**src/rtl/hazard_pkg.sv**
```systemverilog
// hazard_pkg: definitions shared by the hazard scoreboard and the decoder.
//   stall_cause_e : bit positions inside the stall_cause output vector
//   LAT_*         : extra result latency beyond a single-cycle ALU op
package hazard_pkg;

  typedef enum logic [1:0] {
    CAUSE_RAW    = 2'd0,
    CAUSE_WAW    = 2'd1,
    CAUSE_STRUCT = 2'd2
  } stall_cause_e;

  localparam int CAUSE_W  = 3;

  localparam int LAT_ALU  = 0;
  localparam int LAT_LOAD = 1;
  localparam int LAT_MUL  = 3;

endpackage

```
**src/rtl/scoreboard_entry.sv**
```systemverilog
// scoreboard_entry: pending-result state for one architectural register.
//   clk, rst  : clock, asynchronous active-high reset
//   clr       : variable-latency result for this register written back
//   load      : an instruction writing this register issues this cycle
//   load_cnt  : countdown to reload (cycles until forwardable)
//   load_var  : new producer is variable-latency
//   cnt       : remaining cycles before the result can be forwarded
//   is_var    : variable-latency producer outstanding
module scoreboard_entry
  import hazard_pkg::*;
#(
  parameter int LAT_W = 3
) (
  input  logic             clk,
  input  logic             rst,
  input  logic             clr,
  input  logic             load,
  input  logic [LAT_W-1:0] load_cnt,
  input  logic             load_var,
  output logic [LAT_W-1:0] cnt,
  output logic             is_var
);

  // A new issue overrides both the countdown and a same-cycle writeback
  // clear, so a fresh variable-latency producer is never lost.
  always_ff @(posedge clk or posedge rst) begin
    if (rst) begin
      cnt    <= '0;
      is_var <= 1'b0;
    end else if (load) begin
      cnt    <= load_cnt;
      is_var <= load_var;
    end else begin
      // A variable-latency entry holds its count; it only retires by clr.
      if (cnt != '0 && !is_var) begin
        cnt <= cnt - 1'b1;
      end
      if (clr) begin
        is_var <= 1'b0;
      end
    end
  end

endmodule

```
**src/rtl/hazard_scoreboard.sv**
```systemverilog
// hazard_scoreboard: per-register countdown scoreboard beside the ID stage.
// Detects RAW, WAW and shared-unit structural hazards for the instruction
// in ID and stalls PC / IF-ID while bubbling ID/EX.
//   id_*            : instruction currently in ID
//   mdu_busy        : shared multi-cycle unit cannot accept
//   wb_done, wb_rd  : variable-latency result retired this cycle
//   flush_id        : ID instruction squashed, never issues
//   stall_pc, stall_if_id, flush_id_ex : combinational stall controls
//   stall_cause     : {structural, waw, raw}, zero when not stalling
//   stall_cycles    : count of stalled cycles (wraps)
module hazard_scoreboard
  import hazard_pkg::*;
#(
  parameter int NUM_REGS     = 32,
  parameter int REG_W        = 5,
  parameter int LAT_W        = 3,
  parameter int BRANCH_IN_ID = 1,
  parameter int PERF_W       = 32
) (
  input  logic               clk,
  input  logic               rst,
  input  logic               id_valid,
  input  logic [REG_W-1:0]   id_rs1,
  input  logic [REG_W-1:0]   id_rs2,
  input  logic               id_uses_rs1,
  input  logic               id_uses_rs2,
  input  logic               id_is_branch,
  input  logic               id_reg_write,
  input  logic [REG_W-1:0]   id_rd,
  input  logic [LAT_W-1:0]   id_latency,
  input  logic               id_var_lat,
  input  logic               id_uses_mdu,
  input  logic               mdu_busy,
  input  logic               wb_done,
  input  logic [REG_W-1:0]   wb_rd,
  input  logic               flush_id,
  output logic               stall_pc,
  output logic               stall_if_id,
  output logic               flush_id_ex,
  output logic [CAUSE_W-1:0] stall_cause,
  output logic [PERF_W-1:0]  stall_cycles
);

  localparam logic BRANCH_CHECK_EX = (BRANCH_IN_ID != 0);

  logic [LAT_W-1:0]    cnt [NUM_REGS];
  logic [NUM_REGS-1:0] var_bits;

  logic             ex_wr_q;
  logic [REG_W-1:0] ex_rd_q;

  logic             raw1, raw2, raw, waw, structural, stall, issue;
  logic             branch_ex;
  logic [LAT_W-1:0] load_cnt;

  // x0 is hardwired: never pending.
  assign cnt[0]      = '0;
  assign var_bits[0] = 1'b0;

  assign load_cnt = id_var_lat ? '0 : id_latency;

  genvar gi;
  generate
    for (gi = 1; gi < NUM_REGS; gi++) begin : g_entry
      scoreboard_entry #(
        .LAT_W (LAT_W)
      ) u_entry (
        .clk      (clk),
        .rst      (rst),
        .clr      (wb_done && (wb_rd == REG_W'(gi))),
        .load     (issue && id_reg_write && (id_rd == REG_W'(gi))),
        .load_cnt (load_cnt),
        .load_var (id_var_lat),
        .cnt      (cnt[gi]),
        .is_var   (var_bits[gi])
      );
    end
  endgenerate

  // With branches resolving in ID there is no EX->ID forwarding path, so a
  // producer sitting in EX is still a hazard even though its count is zero.
  assign branch_ex = BRANCH_CHECK_EX && id_is_branch && ex_wr_q;

  always_comb begin
    raw1 = 1'b0;
    raw2 = 1'b0;
    if (id_uses_rs1 && id_rs1 != '0) begin
      raw1 = (cnt[id_rs1] != '0) || var_bits[id_rs1] ||
             (branch_ex && ex_rd_q == id_rs1);
    end
    if (id_uses_rs2 && id_rs2 != '0) begin
      raw2 = (cnt[id_rs2] != '0) || var_bits[id_rs2] ||
             (branch_ex && ex_rd_q == id_rs2);
    end
  end

  assign raw = raw1 || raw2;

  // A write may overtake an older producer only if it finishes no earlier.
  assign waw = id_reg_write && (id_rd != '0) &&
               (var_bits[id_rd] || (cnt[id_rd] > id_latency));

  assign structural = id_uses_mdu && mdu_busy;

  assign stall = id_valid && !flush_id && (raw || waw || structural);
  assign issue = id_valid && !flush_id && !stall;

  assign stall_pc    = stall;
  assign stall_if_id = stall;
  assign flush_id_ex = stall;

  always_comb begin
    stall_cause               = '0;
    stall_cause[CAUSE_RAW]    = stall && raw;
    stall_cause[CAUSE_WAW]    = stall && waw;
    stall_cause[CAUSE_STRUCT] = stall && structural;
  end

  always_ff @(posedge clk or posedge rst) begin
    if (rst) begin
      ex_wr_q      <= 1'b0;
      ex_rd_q      <= '0;
      stall_cycles <= '0;
    end else begin
      ex_wr_q <= issue && id_reg_write && (id_rd != '0);
      ex_rd_q <= id_rd;
      if (stall) begin
        stall_cycles <= stall_cycles + 1'b1;
      end
    end
  end

endmodule

```
**config.mk**
```make
export PLATFORM = sky130hd
export DESIGN_NAME = hazard_scoreboard
export DESIGN_NICKNAME = d
export VERILOG_FILES = /design/src/rtl/hazard_pkg.sv /design/src/rtl/scoreboard_entry.sv /design/src/rtl/hazard_scoreboard.sv
export SDC_FILE = /design/constraint.sdc
export NUM_CORES = 1
export LEC_CHECK = 0
export ABC_AREA = 1
export BUFFER_PORTS_ARGS = -buffer_cell sky130_fd_sc_hd__buf_2
export CORE_AREA = 2 2 141 143
export DETAILED_ROUTE_END_ITERATION = 8
export DIE_AREA = 0 0 143 145
export HOLD_SLACK_MARGIN = 0.1
export PLACE_DENSITY = 0.83
export SLEW_MARGIN = 30
export SYNTH_ARGS = -nofsm -noshare
export SYNTH_HDL_FRONTEND = slang
export SYNTH_SLANG_ARGS = --single-unit
```
**constraint.sdc**
```tcl
create_clock -name clk -period 11.94 [get_ports clk]
set_input_delay 1.194 -clock clk [delete_from_list [all_inputs] [get_ports clk]]
set_output_delay 1.194 -clock clk [all_outputs]
set_load 0.01 [all_outputs]
```
# ---- After elaboration in Yosys (flattened, before gate mapping)
# Cells that the tools add are included.
dict set report totals {
  output_inout_bits 38
  register_bits 162
  elab_cells 561
}
dict set report classes {
  reduce_logical 248
  addsub 32
  eq_ne 64
  magnitude_cmp 7
  bitwise 3
  muxes 142
}
# op count
set ops {}
lappend ops {{2-to-1 mux 3 bit} 69}
lappend ops {{equality test 5 bit (second input constant)} 32}
lappend ops {{nonzero test 2 bit} 62}
lappend ops {{logical AND 1 bit} 109}
lappend ops {{nonzero test 3 bit} 33}
lappend ops {{subtractor 3 x 1 -> 3 bit (second input constant)} 31}
lappend ops {{equality test 5 x 4 -> 1 bit (second input constant)} 16}
lappend ops {{2-to-1 mux 1 bit} 67}
lappend ops {{binary-select mux 3 bit (select 5 bit)} 3}
lappend ops {{equality test 5 x 3 -> 1 bit (second input constant)} 8}
lappend ops {{zero test 1 bit} 33}
lappend ops {{adder 32 x 1 -> 32 bit (second input constant)} 1}
lappend ops {{equality test 5 x 2 -> 1 bit (second input constant)} 4}
lappend ops {{>= comparator 6 bit (second input constant)} 3}
lappend ops {{< comparator 5 x 6 -> 1 bit (second input constant)} 3}
lappend ops {{NOT 5 -> 6 bit} 3}
lappend ops {{binary-select mux 1 bit (select 5 bit)} 3}
lappend ops {{nonzero test 5 bit} 3}
lappend ops {{equality test 5 x 1 -> 1 bit (second input constant)} 2}
lappend ops {{equality test 5 bit} 2}
lappend ops {{logical OR 1 bit} 8}
lappend ops {{greater-than comparator 3 bit} 1}

# ---- Depth between registers and ports, before layout
# Gate-level depths: netlist (run 1).
dict set report logic_depth {
  word_depth 17
  depth_mapped 24
  ltp_nobuf 21
}

# ---- By module
# A second synthesis (run 1) with hierarchy kept.
dict set report hier_totals {
  hier_cells 2055
  hier_area_um2 12983.7
}
# module cells_each area_per_inst_um2 n_inst
set by_module_without_submodules {}
lappend by_module_without_submodules {scoreboard_entry 34 244.0 31}
lappend by_module_without_submodules {hazard_scoreboard 1001 5420.2 1}

# ---- Worst setup path after synthesis (run 1)
# No wires, ideal clock.
dict set report synth_timing {
  kind {in2out}
  startpoint {input id_rd[1]}
  endpoint {output stall_if_id}
  arrival_ns 3.878
  cell_stages 21
  setup_slack_ns 6.868
  t_required_ns 10.746
  path_cell_list {nand2_1 clkbuf_1 buf_1 o221ai_1 nand2_1 nand4_1 nor2_1 a41oi_1 ha_1 nand2_1 o21ai_0 nand2_1 nand3_1 nand2_1 nand2_1 nor2_2 or2_1 buf_4 inv_4 buf_4 buf_4}
}
dict set report synth_via {
  elab_chain_len 10
}
# item line_no
set synth_rtl {}
lappend synth_rtl {{start, declared} hazard_scoreboard.sv:29} ;# input logic [REG_W-1:0] id_rd,
lappend synth_rtl {{NOT 5 -> 6 bit (implied by the code)} hazard_scoreboard.sv:101} ;# (var_bits[id_rd] || (cnt[id_rd] > id_latency));
lappend synth_rtl {{binary-select mux 3 bit (select 5 bit)} hazard_scoreboard.sv:101}
lappend synth_rtl {{2-to-1 mux 3 bit (implied by the code) (2 in series)} hazard_scoreboard.sv:101}
lappend synth_rtl {{greater-than comparator 3 bit} hazard_scoreboard.sv:101}
lappend synth_rtl {{logical OR 1 bit} hazard_scoreboard.sv:101}
lappend synth_rtl {{logical AND 1 bit (*)} hazard_scoreboard.sv:100} ;# assign waw = id_reg_write && (id_rd != '0) &&
lappend synth_rtl {{logical OR 1 bit (*) (2 in series)} hazard_scoreboard.sv:105} ;# assign stall = id_valid && !flush_id && (raw || waw || structural);
lappend synth_rtl {{logical AND 1 bit (*)} hazard_scoreboard.sv:105}
lappend synth_rtl {{end, declared} hazard_scoreboard.sv:38} ;# output logic stall_if_id,
# Every way passes the cells marked *; elsewhere a longest branch is shown, timed or not. The select of a mux whose other input is x is not followed.

# ---- Final worst setup path (run 1)
# Same ends and word-level chain as after synthesis.

==> impl_metrics.csv, run 1 <==
group,metric,value,unit
synthesis,yosys-top-cells-area,"dfrtp_1 33%, nand2_1 12%, nor2_1 7.9%, ha_1 6.7%, inv_1 6.7%",
critical_path,critical-path-max-stage-delay,0.44,ns
layout,regArea,4050,um2
synthesis,synth_commonest_cells,"395 x nand2_1, 260 x nor2_1, 220 x inv_1",
critical_path,critPathCapture,"stall_if_id",
global_routing,grt_pass1_wl,70100,um
synthesis,synth_top_cell_by_area,"dfrtp_1",
cts,hold_buffers,0,
sta,min_period,6.39,ns
critical_path,start_kind,"input pin",
cts,clk_path_buf_depth,2,
routing,drt-total-wl,45000,um
critical_path,reg2reg_setup_slack,7.80,ns
cts,cts-buffers-inserted,17,
floorplanning,initial_core_util,64.1,%
placed_design,portBuffers,72,
cts,cts_setup_buffers,0,
floorplanning,die_x,143,um
status,outcome,"finished clean",
sta,setup_tns,0,ns
power_and_ir_drop,ir_drop,0.000156,V
critical_path,cp_data_required_time,10.75,ns
synthesis,postSynthCellCount,1784,
layout,fillerInstances,1597,
cts,clk_pin_slew_worst_paths,0.07,ns
routing,first_pass_iters,8,
synthesis,syn_area,12300,um2
routing,vias_per_cell,6.29,
placed_design,hpwl,33300,um
floorplanning,die_h,145,um
critical_path,reg2reg_from,"g_entry[30].u_entry.cnt[2]$_DFFE_PP0P_",
routing,via_count,13253,
layout,final_cell_count_no_fill,2108,
placed_design,routabilityCongestion,1.05,
cts,cts_tree,"done",
synthesis,netlist.area_leader.share,32.9,%
placed_design,placed_cells,2073,
critical_path,crit_type,"in2out",
global_routing,antenna_found_initial,2,
routing,post-route-drc-count,0,
global_routing,overflow,0,
critical_path,crit_path_cell_trace,"buf_2, nand2_1, buf_4, inv_1, nand2_1, o22ai_1, a211oi_1, a41oi_1, ha_1, a21oi_1, o21ai_0, nand2_1, nand3_1, nand2_1, nand2_1, nor2_4, buf_4, or2_1, buf_4, inv_4, buf_2",
synthesis,synthFlopType,"dfrtp_1",
cts,cts_resized,0,
synthesis,synth_edf_count,0,
layout,layout-drive-gt1-share,8.91,%
layout,finish.utilization,69.6,%
floorplanning,num_rows,51,
critical_path,cp_slowest_cell,"buf_4",
sta,finalCritPeriodShare,53.5,%
critical_path,cp.arrival,5.19,ns
sta,final-hold-violation-count,0,
synthesis,ys_ff_latch,162,
sta,clock_skew,0.0148,ns
critical_path,worstSetupEndpointType,"output port",
sta,setup_viol,0,
sta,maxSlewViolCount,0,
synthesis,ys_types,43,
synthesis,yosysMostFrequentCell,"nand2_1",
sta,slew_headroom,29.9,%
layout,synthToLayoutAreaGrowth,8.60,%
routing,avgRoutedWirePerCell,21.4,um
critical_path,path_common_cell,"nand2_1",
synthesis,syn_avg_cell_area,6.90,um2
worst_hold_path,hp-start,"g_entry[10].u_entry.cnt[1]$_DFFE_PP0P_",
cts,cts_root_buffer,"clkbuf_16",
cts,h-tree-depth,4,
cts,cts.sinks,162,
run,cap_violations,0,
global_routing,grt_use_total,44.3,%
layout,multi_input_area,7080,um2
cts,clock_latency,0.45,ns
power_and_ir_drop,p_leak,0.00686,uW
placed_design,dp_slack,5.67,ns
synthesis,async_flop_share,100,%
sta,max_freq,157,MHz
worst_hold_path,hp-class,"reg2reg",
power_and_ir_drop,p_per_area,224,nW/um2
sta,rsz0062_at_grt,"false",
global_routing,grt_start_max_net_pins,90,
critical_path,crit_start,"id_rd[1]",
critical_path,worstPathMaxFanout,40,
synthesis,synthesis.nets,1885,
routing,drt_iter0_drc,1659,
sta,worst_pin_slew,1.05,ns
floorplanning,io_pins,73,
routing,postRouteAntennaNets,0,
critical_path,rr_endpoint,"g_entry[18].u_entry.cnt[0]$_DFFE_PP0P_",
critical_path,ff2ff_path_depth,19,
layout,final_nets,1929,
synthesis,synth_warnings,0,
synthesis,ys_seq_area_share,32.9,%
sta,fin_ws,5.55,ns
floorplanning,core-area,19200,um2
floorplanning,die-area,20700,um2
global_routing,grt_pass1_vias,12476,
## metrics by stage
stage / cell area [um2] / total power [uW] / hold WS, ns
2_1_floorplan: 12300 / 2010 / 0.476
3_3_place_gp: 12800 / 2340 / 0.492
3_5_place_dp: 12800 / 2410 / 0.503
4_1_cts: 13300 / 2950 / 0.519
5_1_grt: 13400 / 3260 / 0.561
6_report: 13400 / 3000 / 0.515
## routing by layer
metal	vias to the layer above	routed length [um]	GRT usage (%)
met5	-	0	0
li1	5984	-	-
met4	0	2620	20.7
met2	968	19400	66.8
met1	6063	17400	59.2
met3	238	5620	11.7
## cells by family after synthesis
group                      Yosys count  synth area share, %
AOI/OAI and AO/OA                  289                 12.8
xor gates and xnor gates            47                 3.34
adders and majority gates           66                 6.71
buffers and inverters              289                 9.79
muxes                                6                0.498
and+or+nand+nor                    925                 33.9
DFF                                162                 32.9
## how the worst min path moves through the flow
stage	endpoint	slack (ns)	cells past startpoint
floorplan	g_entry[10].u_entry.cnt[1]$_DFFE_PP0P_	0.48	2
global placement	g_entry[10].u_entry.cnt[1]$_DFFE_PP0P_	0.49	2
detailed placement	g_entry[10].u_entry.cnt[1]$_DFFE_PP0P_	0.50	2
CTS	g_entry[10].u_entry.cnt[1]$_DFFE_PP0P_	0.52	2
global route	g_entry[28].u_entry.cnt[2]$_DFFE_PP0P_	0.56	2
finish	g_entry[10].u_entry.cnt[1]$_DFFE_PP0P_	0.52	2
## power by group
group / internal, uW / total, uW / switching, uW
registers: 746 / 921 / 174
logic: 573 / 1540 / 966
clock network: 286 / 542 / 256
## area by class of cell
class	instances	area share, %
diodes	2	0.0374
clock buffers	20	3.49
clock inverters	12	0.730
inverters	231	6.54
multi-input cells	1333	52.9
flip-flops and latches	162	30.3
well taps	265	2.48
repair buffers	83	3.49
## layout by cell type (no fill, tap or decap), types with 36 or more instances in the layout
master	count
dfrtp_1	162
o21ai_1	83
o22ai_1	49
nor3_1	36
buf_2	72
inv_1	219
nand4_1	39
nand3_1	143
o21ai_0	91
a21oi_1	42
ha_1	66
nand2_1	395
nor2_1	257
## worst max-delay path, delay by kind of cell
family,cells,cell delay [ns]
buffers and inverters,7,1.86
AOI/OAI and AO/OA,5,0.90
and+or+nand+nor,8,0.87
adders and majority gates,1,0.36
## flip-flops by register name, indices dropped and copies added (netlist names)
| register | count |
|---|---|
| g_entry.u_entry.is_var | 31 |
| ex_wr_q | 1 |
| ex_rd_q | 5 |
| stall_cycles | 32 |
| g_entry.u_entry.cnt | 93 |
(Power assumes the default switching activity.)
==> run 2: changes to the inputs <==
Settings changed: ABC_AREA 1 to 0, CORE_AREA 2 2 141 143 to 2 2 138 140, DIE_AREA 0 0 143 145 to 0 0 140 142, PLACE_DENSITY 0.83 to 0.8.
Clock period 11.94 ns to 6.2 ns, I/O delays scaled along.
==> run 2 against run 1 <==
Against the previous run: the flow now finishes with violations (DRC); setup slack lost 4.5 ns; core utilization shrank 3.6 points; final cell count shrank 31%; power grew 73%; register-to-register slack lost 5.9 ns; flip-flop and latch count is the same; critical path type unchanged.
==> impl_metrics.csv, run 2 <==
group,metric,value,unit
status,outcome,"finished, violations left",
status,violations,"DRC",
routing,drt_iter0_drc,1047,
critical_path,critical_path_buf_inv_count,3,
global_routing,overflow,0,
routing,vias_per_cell,6.55,
global_routing,grt_start_max_net_pins,100,
layout,final_common_cell,"dfrtp_1",
cts,cts-buffers-inserted,17,
routing,first_pass_iters,9,
sta,setup_viol,0,
synthesis,synth_warnings,0,
global_routing,grt_pass1_vias,9478,
sta,finalCritPeriodShare,83.2,%
power_and_ir_drop,power.switching,2140,uW
floorplanning,num_rows,50,
power_and_ir_drop,ir_drop,0.000204,V
global_routing,grt_use_total,32.6,%
global_routing,antenna_found_initial,3,
cts,h-tree-depth,4,
critical_path,start_kind,"input pin",
cts,clock_latency,0.44,ns
critical_path,reg2reg_setup_slack,1.91,ns
layout,largest_reg_flops,93,
critical_path,worstPathMaxFanout,27,
critical_path,cp_slowest_cell,"buf_2",
cts,cts_root_buffer,"clkbuf_16",
critical_path,path_common_cell,"nor2_1",
sta,final-hold-violation-count,0,
critical_path,crit_type,"in2out",
layout,layout-drive-gt1-share,14.3,%
cts,hold_buffers,0,
routing,postRouteAntennaNets,0,
critical_path,cp.arrival,4.54,ns
sta,maxSlewViolCount,0,
placed_design,portBuffers,72,
floorplanning,die_x,140,um
synthesis,yosysMostFrequentCell,"dfrtp_1",
placed_design,hpwl,21800,um
critical_path,reg2reg_from,"g_entry[15].u_entry.cnt[1]$_DFFE_PP0P_",
layout,synthToLayoutAreaGrowth,9.21,%
critical_path,critical-path-max-stage-delay,0.67,ns
sta,worst_pin_slew,0.945,ns
critical_path,rr_endpoint,"g_entry[9].u_entry.cnt[0]$_DFFE_PP0P_",
synthesis,syn_avg_cell_area,9.48,um2
cts,cts.sinks,162,
critical_path,cp_data_required_time,5.58,ns
synthesis,synth_commonest_cells,"162 x dfrtp_1, 106 x inv_1, 102 x nand2_1",
synthesis,netlist.area_leader.share,36.4,%
critical_path,cp_top_family,"buffers and inverters",
layout,layout_common_cells,"162 x dfrtp_1, 105 x inv_1, 102 x nand2_1",
synthesis,synth_top_cell_by_area,"dfrtp_1",
cts,clk_pin_slew_worst_paths,0.07,ns
synthesis,async_flop_share,100,%
sta,slew_headroom,37.0,%
synthesis,synthesis.nets,1277,
sta,max_freq,194,MHz
routing,avgRoutedWirePerCell,21.3,um
layout,fillerInstances,1436,
critical_path,ff2ff_path_depth,14,
synthesis,postSynthCellCount,1176,
layout,multi_input_area,6410,um2
routing,drt-total-wl,31100,um
run,cap_violations,0,
routing,via_count,9556,
power_and_ir_drop,p_clk_share,20.5,%
synthesis,ys_types,60,
power_and_ir_drop,sequentialPowerShare,36.6,%
sta,rsz0062_at_grt,"false",
floorplanning,core-area,18500,um2
sta,min_period,5.16,ns
cts,cts_setup_buffers,0,
worst_hold_path,hp-class,"in2async",
placed_design,routabilityCongestion,0.975,
cts,clk_path_buf_depth,2,
sta,setup_tns,0,ns
layout,reg.largest.list,"g_entry.u_entry.cnt: 93 flops, stall_cycles: 32 flops, g_entry.u_entry.is_var: 31 flops",
layout,largest_register,"g_entry.u_entry.cnt",
sta,clock_skew,0.0100,ns
critical_path,crit_path_cell_trace,"buf_2, buf_4, mux4_2, mux4_2, nor2_1, nor2_1, ha_1, o21ai_0, a32oi_1, o41ai_1, nand2_1, nor4_4, nor2_1, buf_2",
cts,cts_tree,"done",
synthesis,syn_area,11200,um2
synthesis,synthFlopType,"dfrtp_1",
floorplanning,io_pins,73,
floorplanning,initial_core_util,60.4,%
synthesis,ys_ff_latch,162,
power_and_ir_drop,p_int,3060,uW
synthesis,ys_seq_area_share,36.4,%
synthesis,synth_edf_count,0,
floorplanning,die_h,142,um
layout,final_area,12200,um2
layout,final_nets,1310,
critical_path,worstSetupEndpointType,"output port",
cts,cts_resized,0,
layout,regArea,4050,um2
power_and_ir_drop,p_per_area,427,nW/um2
power_and_ir_drop,p_comb_share,43.0,%
global_routing,grt_pass1_wl,50500,um
synthesis,yosys-top-cells-area,"dfrtp_1 36%, mux2i_1 8.8%, mux4_2 8.3%, ha_1 7.4%, o21ai_0 4.2%",
power_and_ir_drop,switching_share,41.2,%
power_and_ir_drop,p_leak,0.00604,uW
placed_design,place_area,11600,um2
routing,post-route-drc-count,8,
floorplanning,die-area,19900,um2
run 2: cell types whose count changed after synthesis, moves of 28 or more:
cell,change
nor2_1,-184
o21ai_1,-52
mux2i_1,+93
and3_1,+28
nand2_1,-293
nand3_1,-113
mux4_2,+41
nand4_1,-28
xnor2_1,+32
o22ai_1,-47
inv_1,-114
a21oi_1,-33
run 2: area by class of cell:
cell class	count	area share, %
repair buffers	80	3.45
multi-input cells	842	52.6
clock inverters	15	1.38
well taps	234	2.40
clock buffers	17	3.49
diodes	3	0.0616
flip-flops and latches	162	33.3
inverters	106	3.33
run 2: cell families (layout without fill, tap and decap cells):
family                   count (synthesis)  after routing  synth area share (%)
flip-flops                             162            162                  36.4
buffers and inverters                  172            218                  6.23
XOR/XNOR                                72             72                  5.65
AO/OA/AOI/OAI                          174            174                  8.91
other                                    0              3                     0
adder cells (fa/ha/maj)                 66             66                  7.40
multiplexers                           148            148                  18.0
AND/OR/NAND/NOR                        382            382                  17.5
run 2: worst max-delay path by stage:
stage,start,to,slack [ns],depth (start not counted)
detailed placement,id_rd[0],g_entry[11].u_entry.cnt[0]$_DFFE_PP0P_,0.99,15
finish,id_rd[0],stall_pc,1.04,14
global route,id_rd[0],stall_if_id,0.75,14
CTS,id_rd[0],stall_pc,1.03,14
global placement,id_rd[0],g_entry[10].u_entry.cnt[1]$_DFFE_PP0P_,1.13,15
floorplan,id_rd[0],stall_if_id,0.62,18
run 2: worst register-to-register path: cells and delay by family, from the launching register on:
kind	cells	cell delay [ns]
flip-flops	1	0.44
buffers and inverters	1	0.46
AO/OA/AOI/OAI	3	0.70
AND/OR/NAND/NOR	6	0.99
adder cells (fa/ha/maj)	1	0.29
multiplexers	3	1.24
run 2: routing by layer:
layer	vias up	GRT usage [%]	wire, um
met4	4	15.2	1340
met5	-	0	21
met1	4560	44.0	12400
met3	134	8.45	3620
met2	622	49.7	13800
li1	4236	-	-
run 2: power groups by stage:
stage	Combinational (uW)	Sequential, uW	Clock [uW]
2_1_floorplan	1740	1740	0
3_3_place_gp	2040	1890	0
3_5_place_dp	2190	1890	0
4_1_cts	2220	1880	1070
5_1_grt	2560	1950	1120
6_report	2240	1900	1060
run 2: metrics by stage:
stage	utilization [%]	std cells	power [uW]	setup slack, ns	hold WS, ns
floorplan	-	1176	3480	0.618	0.504
global placement	62.7	1424	3930	1.13	0.460
detailed placement	62.7	1424	4080	0.986	0.458
CTS	65.9	1456	5170	1.03	0.409
global route	66.0	1456	5630	0.753	0.339
finish	66.0	1459	5200	1.04	0.286
==> run 3: changes to the inputs <==
Settings changed: CORE_AREA 2 2 138 140 to 2 2 145 147, DIE_AREA 0 0 140 142 to 0 0 147 149, PLACE_DENSITY 0.8 to 0.76.
Clock period 6.2 ns to 4.4 ns, I/O delays scaled along.
==> run 3 against run 2 <==
Against the previous run: the run now ends clean; flip-flop and latch count is the same; die area up 10%; critical path depth unchanged; final area rose by 3.9%; global-route usage down 2.8 points; power is 45% higher; core utilization fell by 4.5 points; setup slack worse by 0.98 ns; via count increased by 0.41%; critical endpoint is now flush_id_ex.
==> impl_metrics.csv, run 3 (synthesis gave the netlist of run 2 again) <==
group,metric,value,unit
status,outcome,"finished clean",
sta,max_freq,231,MHz
routing,avgRoutedWirePerCell,20.4,um
sta,final-hold-violation-count,0,
layout,layout_common_cells,"160 x dfrtp_1, 105 x inv_1, 102 x nand2_1",
layout,largest_register,"g_entry.u_entry.cnt",
layout,synthToLayoutAreaGrowth,13.4,%
critical_path,reg2reg_from,"g_entry[28].u_entry.cnt[1]$_DFFE_PP0P_",
routing,first_pass_iters,6,
critical_path,rr_endpoint,"g_entry[27].u_entry.cnt[1]$_DFFE_PP0P_",
critical_path,start_kind,"register",
global_routing,overflow,0,
routing,met1Wirelength,12800,um
layout,largest_reg_flops,93,
cts,h-tree-depth,4,
critical_path,ff2ff_path_depth,15,
sta,worst_pin_slew,1.08,ns
critical_path,crit_type,"reg2out",
routing,post-route-drc-count,0,
floorplanning,die_x,147,um
critical_path,worstSetupEndpointType,"output port",
floorplanning,io_pins,73,
global_routing,grt_pass1_wl,50900,um
sta,slew_headroom,27.9,%
layout,final_area,12700,um2
layout,layout-drive-gt1-share,17.4,%
placed_design,portBuffers,72,
critical_path,crit_start,"g_entry[28].u_entry.cnt[1]$_DFFE_PP0P_",
routing,drt_iter0_drc,922,
worst_hold_path,hp-class,"in2async",
global_routing,grt_pass1_vias,9253,
sta,rsz0062_at_grt,"true",
cts,cts.sinks,162,
cts,cts-buffers-inserted,17,
floorplanning,die_h,149,um
routing,via_count,9595,
global_routing,grt_start_max_net_pins,163,
sta,clock_skew,0.00927,ns
cts,cts_tree,"done",
floorplanning,core-area,20600,um2
cts,hold_buffers,0,
layout,fillerInstances,1704,
sta,setup_tns,0,ns
sta,maxSlewViolCount,0,
run,cap_violations,0,
cts,clock_latency,0.44,ns
floorplanning,initial_core_util,54.2,%
critical_path,reg2reg_setup_slack,0.28,ns
global_routing,grt_use_total,29.7,%
cts,cts_root_buffer,"clkbuf_16",
global_routing,antenna_found_initial,6,
power_and_ir_drop,p_per_area,596,nW/um2
critical_path,cp.arrival,3.90,ns
layout,final_nets,1349,
routing,vias_per_cell,6.23,
critical_path,cp_data_required_time,3.96,ns
placed_design,place_area,11900,um2
layout,reg.largest.list,"g_entry.u_entry.cnt: 93 flops, stall_cycles: 32 flops, g_entry.u_entry.is_var: 31 flops",
floorplanning,die-area,21900,um2
sta,setup_viol,0,
power_and_ir_drop,p_leak,0.00628,uW
routing,top_layer_used,"met5",
routing,wl_met3,3070,um
floorplanning,num_rows,53,
sta,finalCritPeriodShare,98.6,%
critical_path,worstPathMaxFanout,7,
placed_design,routabilityCongestion,0.937,
power_and_ir_drop,ir_drop,0.000376,V
placed_design,hpwl,22300,um
routing,postRouteAntennaNets,0,
routing,wl_met2,14600,um
cts,clk_pin_slew_worst_paths,0.07,ns
sta,min_period,4.34,ns
layout,final_common_cell,"dfrtp_1",
routing,drt-total-wl,31400,um
cts,clk_path_buf_depth,2,
## run 3: layer usage
metal	up-vias	track usage, %
met2	464	46.4
met1	4720	39.6
met3	77	8.90
met4	6	11.2
met5	-	0
li1	4328	-
## run 3: critical path: stages (launching register included)
cell,delay [ns]
dfrtp_1,0.43
mux4_2,0.49
mux4_2,0.49
nor2_2,0.11
nor2_1,0.06
ha_1,0.28
nor2b_4,0.13
o21ai_2,0.10
a32oi_1,0.08
o41ai_2,0.40
nand2_1,0.14
nor4_4,0.37
buf_12,0.17
nor2_4,0.05
buf_2,0.15
## run 3: report_power, final
group | total [uW] | internal [uW] | switching [uW]
Clock | 1550 | 914 | 639
Sequential | 2680 | 2020 | 661
Combinational | 3310 | 1630 | 1680
Total | 7550 | 4560 | 2980
## run 3: final cells by class
cell class | count | area (um2) | area share (%)
Multi-Input combinational cell | 842 | 6440 | 50.9
Clock inverter | 11 | 153 | 1.21
Timing Repair Buffer | 119 | 801 | 6.33
Antenna cell | 3 | 7.51 | 0.0593
Tap cell | 275 | 344 | 2.72
Sequential cell | 162 | 4060 | 32.1
Clock buffer | 21 | 450 | 3.56
Inverter | 106 | 402 | 3.17
## run 3: worst max-delay path by stage
| stage | slack [ns] | cells past startpoint | to |
|---|---|---|---|
| 2_1_floorplan | 0.04 | 18 | stall_if_id |
| 6_report | 0.06 | 14 | flush_id_ex |
| 3_5_place_dp | 0.05 | 17 | g_entry[31].u_entry.cnt[1]$_DFFE_PP0P_ |
| 3_3_place_gp | 0.1 | 16 | flush_id_ex |
| 5_1_grt | -0.08 | 14 | flush_id_ex |
| 4_1_cts | 0.09 | 14 | flush_id_ex |
## run 3: timing repair
action / 4_1_cts / 5_1_grt
setup buffers: 0 / 15
endpoints found under the setup margin: 3 / 3
pin swaps: 1 / 3
gates cloned: 1 / 0
gates resized for setup: 0 / 9
## run 3: metrics by stage
step / total power [uW] / hold WS [ns] / setup slack [ns] / cells / utilization [%]
after floorplan: 4910 / 0.471 / 0.0384 / 1176 / -
after global placement: 5630 / 0.472 / 0.0952 / 1488 / 57.7
after detailed placement: 5820 / 0.473 / 0.0505 / 1488 / 57.7
after CTS: 7420 / 0.303 / 0.0875 / 1521 / 60.8
after global routing: 8160 / 0.312 / -0.0825 / 1538 / 61.5
final: 7550 / 0.266 / 0.0622 / 1539 / 61.5
